===== src/rtl/alu_muldiv_sequencer_if.sv =====
// EX-stage bundle between the pipeline and the HI/LO mul/div sequencer.
// The pipeline drives the decoded instruction; the sequencer returns status.
interface alu_muldiv_sequencer_if #(
    parameter int WIDTH = 32
);
    logic             valid;
    logic [5:0]       instruction;
    logic [WIDTH-1:0] data1;
    logic [WIDTH-1:0] data2;
    logic             flush;
    logic [WIDTH-1:0] result;
    logic             busy;
    logic             done;
    logic             stall;
    logic [WIDTH-1:0] hi;
    logic [WIDTH-1:0] lo;

    modport master (
        output valid, instruction, data1, data2, flush,
        input  result, busy, done, stall, hi, lo
    );

    modport slave (
        input  valid, instruction, data1, data2, flush,
        output result, busy, done, stall, hi, lo
    );
endinterface


===== src/rtl/alu_muldiv_sequencer.sv =====
// Iterative MULT/MULTU/DIV/DIVU engine owning HI/LO, with MF/MT access
// and a stall toward the pipeline while an operation is in flight.
module alu_muldiv_sequencer #(
    parameter int WIDTH = 32
) (
    input logic                   clk,
    input logic                   reset,
    alu_muldiv_sequencer_if.slave bus
);
    localparam int CW = $clog2(WIDTH + 1);

    typedef enum logic [1:0] {IDLE, MUL, DIV, FIX} state_t;

    state_t             state;
    logic [CW-1:0]      cnt;
    logic [2*WIDTH-1:0] acc;
    logic [WIDTH-1:0]   opnd;
    logic [WIDTH-1:0]   raw1;
    logic [WIDTH-1:0]   hi_q;
    logic [WIDTH-1:0]   lo_q;
    logic               is_div;
    logic               neg_q;
    logic               neg_r;
    logic               dz;
    logic               busy_q;
    logic               done_q;

    logic               start;
    logic               read;
    logic               write;
    logic               sgn;
    logic               mul_op;
    logic [WIDTH-1:0]   abs1;
    logic [WIDTH-1:0]   abs2;
    logic [WIDTH:0]     mul_sum;
    logic [WIDTH:0]     div_shift;
    logic [WIDTH:0]     div_diff;
    logic               div_ge;
    logic [2*WIDTH-1:0] prod;
    logic [WIDTH-1:0]   quo;
    logic [WIDTH-1:0]   rem;

    always_comb begin
        start = 1'b0;
        read  = 1'b0;
        write = 1'b0;
        if (bus.valid) begin
            unique case (bus.instruction)
                6'h18, 6'h19, 6'h1A, 6'h1B: start = 1'b1;
                6'h10, 6'h12:               read  = 1'b1;
                6'h11, 6'h13:               write = 1'b1;
                default: ;
            endcase
        end
    end

    assign sgn    = ~bus.instruction[0];
    assign mul_op = ~bus.instruction[1];
    assign abs1   = (sgn & bus.data1[WIDTH-1]) ? -bus.data1 : bus.data1;
    assign abs2   = (sgn & bus.data2[WIDTH-1]) ? -bus.data2 : bus.data2;

    // acc holds {partial, multiplier} for MUL and {remainder, dividend} for DIV
    assign mul_sum   = {1'b0, acc[2*WIDTH-1:WIDTH]}
                     + (acc[0] ? {1'b0, opnd} : '0);
    assign div_shift = acc[2*WIDTH-1:WIDTH-1];
    assign div_ge    = div_shift >= {1'b0, opnd};
    assign div_diff  = div_shift - {1'b0, opnd};

    assign prod = neg_q ? -acc : acc;
    assign quo  = neg_q ? -acc[WIDTH-1:0] : acc[WIDTH-1:0];
    assign rem  = neg_r ? -acc[2*WIDTH-1:WIDTH] : acc[2*WIDTH-1:WIDTH];

    always_ff @(posedge clk) begin
        if (reset) begin
            state  <= IDLE;
            cnt    <= '0;
            acc    <= '0;
            opnd   <= '0;
            raw1   <= '0;
            hi_q   <= '0;
            lo_q   <= '0;
            is_div <= 1'b0;
            neg_q  <= 1'b0;
            neg_r  <= 1'b0;
            dz     <= 1'b0;
            busy_q <= 1'b0;
            done_q <= 1'b0;
        end else begin
            done_q <= 1'b0;
            unique case (state)
                IDLE: begin
                    if (write) begin
                        if (bus.instruction[1]) lo_q <= bus.data1;
                        else                    hi_q <= bus.data1;
                    end
                    if (start && !bus.flush) begin
                        state  <= mul_op ? MUL : DIV;
                        cnt    <= CW'(WIDTH);
                        busy_q <= 1'b1;
                        is_div <= ~mul_op;
                        neg_q  <= sgn & (bus.data1[WIDTH-1] ^ bus.data2[WIDTH-1]);
                        neg_r  <= sgn & bus.data1[WIDTH-1];
                        dz     <= ~mul_op & (bus.data2 == '0);
                        raw1   <= bus.data1;
                        opnd   <= mul_op ? abs1 : abs2;
                        acc    <= {{WIDTH{1'b0}}, (mul_op ? abs2 : abs1)};
                    end
                end
                MUL, DIV: begin
                    if (bus.flush) begin
                        state  <= IDLE;
                        busy_q <= 1'b0;
                    end else begin
                        if (state == MUL)
                            acc <= {mul_sum, acc[WIDTH-1:1]};
                        else
                            acc <= {(div_ge ? div_diff[WIDTH-1:0]
                                            : div_shift[WIDTH-1:0]),
                                    acc[WIDTH-2:0], div_ge};
                        cnt <= cnt - CW'(1);
                        if (cnt == CW'(1)) state <= FIX;
                    end
                end
                FIX: begin
                    state  <= IDLE;
                    busy_q <= 1'b0;
                    if (!bus.flush) begin
                        done_q <= 1'b1;
                        if (is_div) begin
                            lo_q <= dz ? '1 : quo;
                            hi_q <= dz ? raw1 : rem;
                        end else begin
                            lo_q <= prod[WIDTH-1:0];
                            hi_q <= prod[2*WIDTH-1:WIDTH];
                        end
                    end
                end
                default: state <= IDLE;
            endcase
        end
    end

    assign bus.result = read ? (bus.instruction[1] ? lo_q : hi_q) : '0;
    assign bus.stall  = busy_q & (start | read | write);
    assign bus.busy   = busy_q;
    assign bus.done   = done_q;
    assign bus.hi     = hi_q;
    assign bus.lo     = lo_q;
endmodule


===== src/flat_wrapper.sv =====
// flat-port wrapper written by rule: the top's interface ports become plain ports
module alu_muldiv_sequencer_flat 
#(
    parameter int WIDTH = 32
)
  (clk, reset, bus_valid, bus_instruction, bus_data1, bus_data2, bus_flush, bus_result, bus_busy, bus_done, bus_stall, bus_hi, bus_lo);
  alu_muldiv_sequencer_if #(.WIDTH(WIDTH)) bus_i ();
  input logic clk;
  input logic reset;
  input wire logic [$bits(bus_i.valid)-1:0] bus_valid;
  input wire logic [$bits(bus_i.instruction)-1:0] bus_instruction;
  input wire logic [$bits(bus_i.data1)-1:0] bus_data1;
  input wire logic [$bits(bus_i.data2)-1:0] bus_data2;
  input wire logic [$bits(bus_i.flush)-1:0] bus_flush;
  output wire logic [$bits(bus_i.result)-1:0] bus_result;
  output wire logic [$bits(bus_i.busy)-1:0] bus_busy;
  output wire logic [$bits(bus_i.done)-1:0] bus_done;
  output wire logic [$bits(bus_i.stall)-1:0] bus_stall;
  output wire logic [$bits(bus_i.hi)-1:0] bus_hi;
  output wire logic [$bits(bus_i.lo)-1:0] bus_lo;
  assign bus_i.valid = bus_valid;
  assign bus_i.instruction = bus_instruction;
  assign bus_i.data1 = bus_data1;
  assign bus_i.data2 = bus_data2;
  assign bus_i.flush = bus_flush;
  assign bus_result = bus_i.result;
  assign bus_busy = bus_i.busy;
  assign bus_done = bus_i.done;
  assign bus_stall = bus_i.stall;
  assign bus_hi = bus_i.hi;
  assign bus_lo = bus_i.lo;
  alu_muldiv_sequencer #(.WIDTH(WIDTH)) u_core (.clk(clk), .reset(reset), .bus(bus_i));
endmodule

===== config.mk =====
export PLATFORM = sky130hd
export DESIGN_NAME = alu_muldiv_sequencer_flat
export DESIGN_NICKNAME = d
export VERILOG_FILES = /design/src/rtl/alu_muldiv_sequencer_if.sv /design/src/rtl/alu_muldiv_sequencer.sv /design/src/flat_wrapper.sv
export SDC_FILE = /design/constraint.sdc
export NUM_CORES = 1
export LEC_CHECK = 0
export ABC_CLOCK_PERIOD_IN_PS = 7300
export BUFFER_PORTS_ARGS = -buffer_cell sky130_fd_sc_hd__buf_2
export CAP_MARGIN = 20
export CORE_UTILIZATION = 35
export DETAILED_ROUTE_END_ITERATION = 10
export PLACE_DENSITY = 0.56
export SYNTH_ARGS = -nofsm -noshare
export SYNTH_HDL_FRONTEND = slang
export SYNTH_SLANG_ARGS = --single-unit

===== constraint.sdc =====
create_clock -name clk -period 7.3 [get_ports clk]
set_clock_uncertainty 0.05 [all_clocks]
set_input_delay 2.19 -clock clk [delete_from_list [all_inputs] [get_ports clk]]
set_output_delay 2.19 -clock clk [all_outputs]
set_load 0.02 [all_outputs]

### Word-level counts from Yosys, hierarchy flattened

Index checks and enable logic that the tools add are counted.

* RAM bits: 0
* bits of input ports: 74
* logic and storage cells: 114
* memories: 0
* latch bits: 0
* register bits: 206
* output and inout bits: 99
* memory bits (read-only): 0

* bitwise operators: 10
* reductions and logical operators: 17
* div/mod/pow operators: 0
* mux-type cells: 45
* order comparisons: 1
* add/sub/neg operators: 8
* equal/unequal tests: 20
* multipliers: 0
* shift operators: 0

Operators by type and width (number)
* 32-bit 2-to-1 mux: 20
* 64-bit 2-to-1 mux: 4
* 32-bit negator: 4
* 32-bit one-hot mux with 2 select lines: 2
* 64-bit one-hot mux with 2 select lines: 1
* 64-bit negator: 1
* 6-bit by 5-bit equality test with 1-bit output, second input constant: 8
* 32-bit by 32-bit adder with 33-bit output: 1
* 33-bit by 32-bit >= comparator with 1-bit output: 1
* 32-bit zero test: 1
* 32-bit subtractor: 1
* 6-bit 2-to-1 mux: 2
* 6-bit one-hot mux with 2 select lines: 1
* 2-bit != test, second input constant: 5
* 1-bit 2-to-1 mux: 9
* 2-bit 2-to-1 mux: 4
* 4-bit AND reduction: 2
* 2-bit OR reduction: 4
* 6-bit by 1-bit equality test with 1-bit output, second input constant: 1
* 2-bit one-hot mux with 3 select lines: 1
* 2-bit AND reduction: 3
* 6-bit by 1-bit subtractor with 6-bit output, second input constant: 1
* 1-bit bitwise AND: 5
* 2-bit equality test, second input constant: 2
* 13 further kinds: 17

### Logic depth before layout (Yosys ltp)

Gate-level depths: netlist (run 1).

* word-level depth: 7
* gate-level depth with buffers: 14
* gate-level depth less buffers: 13

### Worst setup path after synthesis (run 1)

No wires, ideal clock.

* kind: input to output
* start point: in bus_instruction[1]
* end point: out bus_result[12]
* cell stages on the path: 5
* slack: 1.422 ns
* arrival: 3.638 ns
* required time: 5.060 ns
* buffers on the path: 3
* cells stage by stage: clkbuf_1 buf_1 buf_1 mux2i_1 nor2_1

* longest elaborated chain between the ends: 5
* elaborated cells between the ends (all ways): 7
* classes of those cells: 2 x eq/ne; 4 x mux; 1 x reduce/logical

Ends and longest elaborated chain
* start, declared: line flat_wrapper.sv:11 `input wire logic [$bits(bus_i.instruction)-1:0] bus_instruction;`
* 6-bit by 5-bit equality test with 1-bit output: line alu_muldiv_sequencer.sv:48 `unique case (bus.instruction)`
* 2-bit OR reduction: line alu_muldiv_sequencer.sv:48
* 1-bit 2-to-1 mux: line alu_muldiv_sequencer.sv:48
* 1-bit 2-to-1 mux: line alu_muldiv_sequencer.sv:47 `if (bus.valid) begin`
* 32-bit 2-to-1 mux *: line alu_muldiv_sequencer.sv:143 `assign bus.result = read ? (bus.instruction[1] ? lo_q : hi_q) : '0;`
* end, declared: line flat_wrapper.sv:15 `output wire logic [$bits(bus_i.result)-1:0] bus_result;`

Every way passes the cells marked *; elsewhere a longest branch is shown, timed or not.

### Final worst setup path (run 1)

* start point: in bus_instruction[2]
* end point: out bus_result[6]

* longest elaborated chain between the ends: 5
* elaborated cells between the ends (all ways): 6
* classes of those cells: 2 x eq/ne; 3 x mux; 1 x reduce/logical

Ends and longest elaborated chain (line)
* 6-bit by 5-bit equality test with 1-bit output: alu_muldiv_sequencer.sv:48
* 2-bit OR reduction *: alu_muldiv_sequencer.sv:48
* 1-bit 2-to-1 mux *: alu_muldiv_sequencer.sv:48
* 1-bit 2-to-1 mux *: alu_muldiv_sequencer.sv:47
* 32-bit 2-to-1 mux *: alu_muldiv_sequencer.sv:143

Marked as above.

==> results of run 1 <==
-- worst min path at each step --
stage,start,endpoint,slack [ps]
after global routing,u_core.raw1[23],u_core.raw1[23],420
after floorplan,u_core.opnd[27],u_core.opnd[27],380
after global placement,u_core.raw1[21],u_core.raw1[21],390
after CTS,u_core.raw1[21],u_core.raw1[21],410
after detailed placement,u_core.raw1[21],u_core.raw1[21],400
final,u_core.raw1[15],u_core.raw1[15],400
-- worst min-delay path: stages (launching register included) --
cell and delay, ps:
dfxtp_1 310, nand2_1 50, a21oi_1 50
-- metal layers --
layer	global-route usage	wire length, um	up-vias
met1	0.395	33500	9583
met4	0.0866	2220	2
met2	0.443	34300	863
li1	-	-	9163
met5	0	19	-
met3	0.0610	6700	135
-- sequential cells by signal, summed over array words and instances (netlist names) --
register         cells
u_core.bus.hi       32
u_core.bus.lo       32
u_core.state         2
u_core.neg_r         1
u_core.bus.busy      1
u_core.raw1         32
u_core.acc          64
u_core.is_div        1
u_core.cnt           6
u_core.neg_q         1
u_core.dz            1
u_core.opnd         32
u_core.bus.done      1
-- final cells by class --
cell class	count	share of cell area
multi-input cells	1999	0.630
clock inverters	13	0.0134
diodes	1	0.000125
inverters	82	0.0154
flip-flops and latches	206	0.206
well taps	672	0.0420
clock buffers	33	0.0364
repair buffers	204	0.0563
-- metrics by stage --
stage | hold slack [ps] | utilization | power [uW] | cell area (um^2) | std cells
global route | 421 | 0.398 | 7360 | 20000 | 3209
floorplan | 382 | - | 4200 | 17800 | 2493
detailed placement | 397 | 0.378 | 5380 | 19000 | 3162
finish | 404 | 0.399 | 7020 | 20000 | 3210
CTS | 405 | 0.398 | 6900 | 20000 | 3208
global placement | 389 | 0.378 | 5350 | 19000 | 3162
-- synthesized netlist by cell type, drive strengths merged (13+ instances only) --
cell type and instances:
nand2 296, o21ai 155, nor2b 13, xor2 48
o221ai 33, o21a 23, nor2 229, clkbuf 185
nor4 30, a211oi 74, xnor2 111, a21o 35
a31oi 27, a21oi 251, nand2b 23, dfxtp 206
or4 15, and3 20, inv 80, buf 21
mux2i 72, o31ai 27, nor3 75, or3 33
nand4 16, o211ai 49, ha 74, nand3 64
-- kinds of logic (layout without fill, tap and decap cells) --
group / count (synthesis) / in the layout / share of synthesized area
DFF: 206 / 206 / 0.232
AOI/OAI and AO/OA: 817 / 817 / 0.300
other: 0 / 1 / 0
xor gates and xnor gates: 159 / 159 / 0.0783
muxes: 82 / 82 / 0.0468
adders and majority gates: 76 / 76 / 0.0543
buffers and inverters: 288 / 332 / 0.0616
and+or+nand+nor: 865 / 865 / 0.227
-- power by group through the flow --
stage          sequential (uW)  combinational, uW  clock, uW
6_report                  1600               3890       1520
3_3_place_gp              1610               3740          0
5_1_grt                   1610               4160       1580
4_1_cts                   1590               3780       1540
2_1_floorplan             1580               2610          0
3_5_place_dp              1610               3760          0
==> flow_summary.json, run 1 <==
{
  "status": "finished, final reports clean",
  "num_rows": 82,
  "setup.worst_path.end": "bus_result[6]",
  "postSynthCellCount": 2493,
  "ys_top_cells_by_area": "dfxtp_1 23%, a21oi_1 7.1%, nand2_1 6.2%",
  "fin_crit_ps": 6320,
  "nFillCells": 5248,
  "hold_violations": 0,
  "synth_cell_types": 88,
  "setup_viol": 0,
  "reg2reg_to": "u_core.acc[60]",
  "root_buffer": "clkbuf_16",
  "synth-seq-cells": 206,
  "hpwl_um": 57500,
  "detail_route.drc_violations": 0,
  "arrival_ps": 4080,
  "power_frac_comb": 0.554,
  "die-area_um2": 51700,
  "drt_wl_total_um": 76700,
  "syn2layout_area_growth_pct": 12.4,
  "drtIter0Drc": 2057,
  "crit_slowest_cell": "or3_1",
  "ios": 173,
  "reg2reg_depth": 13,
  "overflow": 0,
  "grt_pass1_wl_um": 113000,
  "syn_area_um2": 17800,
  "power.switching_uw": 3430,
  "rrSetupSlack_ps": 2470,
  "htree_levels": 1,
  "min_path_cells": 2,
  "path_max_fanout": 32,
  "power_density_nw_per_um2": 351,
  "post_cts_buffers": 0,
  "fmax_mhz": 158,
  "setup_tns_ps": 0,
  "final_common_cell": "nand2_1",
  "setup_ws_ps": 975,
  "power_frac_seq": 0.228,
  "wl_per_cell_um": 23.9,
  "crit_required_ps": 5060,
  "dieWidth_um": 227,
  "seq_area_um2": 4130,
  "first_global_vias": 17826,
  "synth_top_cell_area_share": 0.232,
  "design.final.nets": 2669,
  "route.vias.total": 19746,
  "grt_usage": 0.286,
  "drive_gt1_frac": 0.117,
  "cts_sinks": 206,
  "initial_core_util": 0.355,
  "multi_input_area_um2": 12600,
  "synth-main-ff-cell": "dfxtp_1",
  "syn_avg_cell_area_um2": 7.14,
  "cp-end-kind": "output port",
  "p_leak_uw": 0.00798,
  "viasPerCell": 6.15,
  "relSlewSlack": 0.252,
  "drt_pass1_iterations": 6,
  "critPathMaxStageDelay_ps": 890,
  "vdd_drop_max_v": 0.000374,
  "synth_edf_count": 0,
  "clk_pin_slew_ps": 60,
  "synth_top_cell_by_area": "dfxtp_1",
  "clk_path_buf_depth": 3,
  "place.port_buffers": 172,
  "cts_tree": "yes",
  "clkLatencyLatePin_ps": 560,
  "timing.final.crit_share": 0.866,
  "switching_share": 0.490,
  "cap_violations": 0,
  "rr_startpoint": "u_core.acc[0]",
  "place_congestion": 0.982,
  "path_buf_inv": 2,
  "ys_warn_count": 0,
  "internal_power_uw": 3580,
  "hold_buffers": 0,
  "critPathLaunch": "bus_instruction[2]",
  "startpoint_type": "primary input",
  "ctsResizeCount": 0,
  "grt_max_degree": 92,
  "ant_nets": 0,
  "layout_common_cells": "296 x nand2_1, 250 x a21oi_1, 227 x nor2_1, 205 x dfxtp_1, 170 x buf_2",
  "cp_top_family": "simple AND/OR/NAND/NOR gates",
  "path_depth": 5,
  "synth_nets": 2643,
  "tightest_slew_ps": 1120,
  "grt_setup_unrepaired": "no",
  "die_h_um": 227,
  "cts_buffers": 26,
  "drv_slew": 0,
  "core_area_um2": 50200,
  "place_ws_ps": 1050,
  "critPathMostFrequentCell": "buf_2",
  "async_flop_share": 0,
  "hold_class": "reg -> reg",
  "crit_chain": "buf_2 -> nand4bb_1 -> or3_1 -> nor2_1 -> buf_2",
  "antenna_found_initial": 1,
  "ys_seq_area_frac": 0.232,
  "clockPowerShare": 0.217,
  "worstSetupPathType": "in -> out"
}
Power figures use the tool's default switching activity.
==> inputs of run 2 (changes only) <==
- REMOVE_ABC_BUFFERS: default -> 1
- SLEW_MARGIN: default -> 0
==> flow_summary.json, run 2 (same netlist as run 1, synthesis figures left out) <==
{
  "status": "finished, final reports clean",
  "cp-end-kind": "output port",
  "syn2layout_area_growth_pct": 12.2,
  "drv_slew": 0,
  "grt_usage": 0.265,
  "clk_pin_slew_ps": 60,
  "place.port_buffers": 172,
  "power_frac_seq": 0.224,
  "switching_share": 0.504,
  "fin_crit_ps": 6020,
  "hold_buffers": 0,
  "hold_violations": 0,
  "die_h_um": 227,
  "die-area_um2": 51700,
  "ctsResizeCount": 0,
  "multi_input_area_um2": 12600,
  "cap_violations": 0,
  "cts_buffers": 25,
  "route.vias.total": 19689,
  "largest_reg_flops": 64,
  "ios": 173,
  "grt_max_degree": 100,
  "root_buffer": "clkbuf_16",
  "core_area_um2": 50200,
  "power_density_nw_per_um2": 346,
  "num_rows": 82,
  "drt_wl_total_um": 71000,
  "setup_viol": 0,
  "seq_area_um2": 4130,
  "grt_setup_unrepaired": "no",
  "path_max_fanout": 23,
  "arrival_ps": 3780,
  "cts_tree": "yes",
  "n_antenna_cell": 0,
  "power.switching_uw": 3480,
  "detail_route.drc_violations": 0,
  "dieWidth_um": 227,
  "hpwl_um": 51400,
  "layout_common_cells": "296 x nand2_1, 250 x a21oi_1, 226 x nor2_1, 204 x dfxtp_1, 170 x buf_2",
  "placed_area_um2": 19100,
  "design.final.nets": 2678,
  "wl_per_cell_um": 22.1,
  "p_leak_uw": 0.00797,
  "first_global_vias": 17940,
  "clockPowerShare": 0.195,
  "place_ws_ps": 1270,
  "top_register": "u_core.acc",
  "relSlewSlack": 0.237,
  "setup_ws_ps": 1280,
  "vdd_drop_max_v": 0.000214,
  "htree_levels": 1,
  "finalPower_uw": 6910,
  "tightest_slew_ps": 1140,
  "viasPerCell": 6.12,
  "drive_gt1_frac": 0.121,
  "cts_sinks": 206,
  "drt_pass1_iterations": 6,
  "antenna_found_initial": 0,
  "grt_pass1_wl_um": 107000,
  "nFillCells": 5280,
  "hold_class": "reg -> reg",
  "overflow": 0,
  "final_common_cell": "nand2_1",
  "crit_required_ps": 5060,
  "worstSetupPathType": "in -> out",
  "power_frac_comb": 0.581,
  "holdWs_ps": 401,
  "clk_path_buf_depth": 3,
  "ant_nets": 0,
  "design_area_um2": 20000,
  "drtIter0Drc": 1883,
  "startpoint_type": "primary input",
  "clkLatencyLatePin_ps": 540,
  "timing.final.crit_share": 0.824,
  "initial_core_util": 0.355,
  "internal_power_uw": 3430,
  "fmax_mhz": 166,
  "place_congestion": 0.974,
  "post_cts_buffers": 0
}
run 2: final cells by class:
type,count,area share
multi-input cells,1999,0.632
flip-flops and latches,206,0.207
clock inverters,14,0.00947
clock buffers,29,0.0336
well taps,672,0.0421
repair buffers,214,0.0608
inverters,82,0.0154
run 2: routing by layer:
layer	global-route usage	wire, um	vias to the layer above
met3	0.0412	5730	162
met2	0.412	31300	926
met1	0.362	31000	9424
li1	-	-	9177
met4	0.109	2980	0
met5	0	0	-
run 2: metrics by stage:
stage,instances,util,setup TNS (ps)
2_1_floorplan,2287,-,-10550
3_5_place_dp,3172,0.380,0
3_3_place_gp,3172,0.380,0
4_1_cts,3215,0.397,0
5_1_grt,3216,0.398,0
6_report,3216,0.398,0
run 2: worst paths after layout:
| kind | startpoint | endpoint | slack [ps] | depth (start not counted) |
|---|---|---|---|---|
| setup / recovery | bus_instruction[5] | bus_result[16] | 1280 | 6 |
| setup reg to reg | u_core.opnd[21] | u_core.acc[35] | 2920 | 10 |
| hold / removal | u_core.raw1[12] | u_core.raw1[12] | 400 | 2 |
| hold reg to reg | u_core.raw1[12] | u_core.raw1[12] | 400 | 2 |
run 2: power groups by stage:
stage	Combinational, uW	Sequential, uW	Clock (uW)
6_report	4020	1550	1350
5_1_grt	4320	1570	1420
4_1_cts	3910	1540	1370
3_5_place_dp	3890	1560	0
3_3_place_gp	3860	1560	0
2_1_floorplan	2430	1610	0
run 2: critical path, cell delays in order:
cell       delay (ps)
buf_2              90
nand4bb_1         300
or3_1             540
buf_4             300
nor2_1            150
buf_2             170
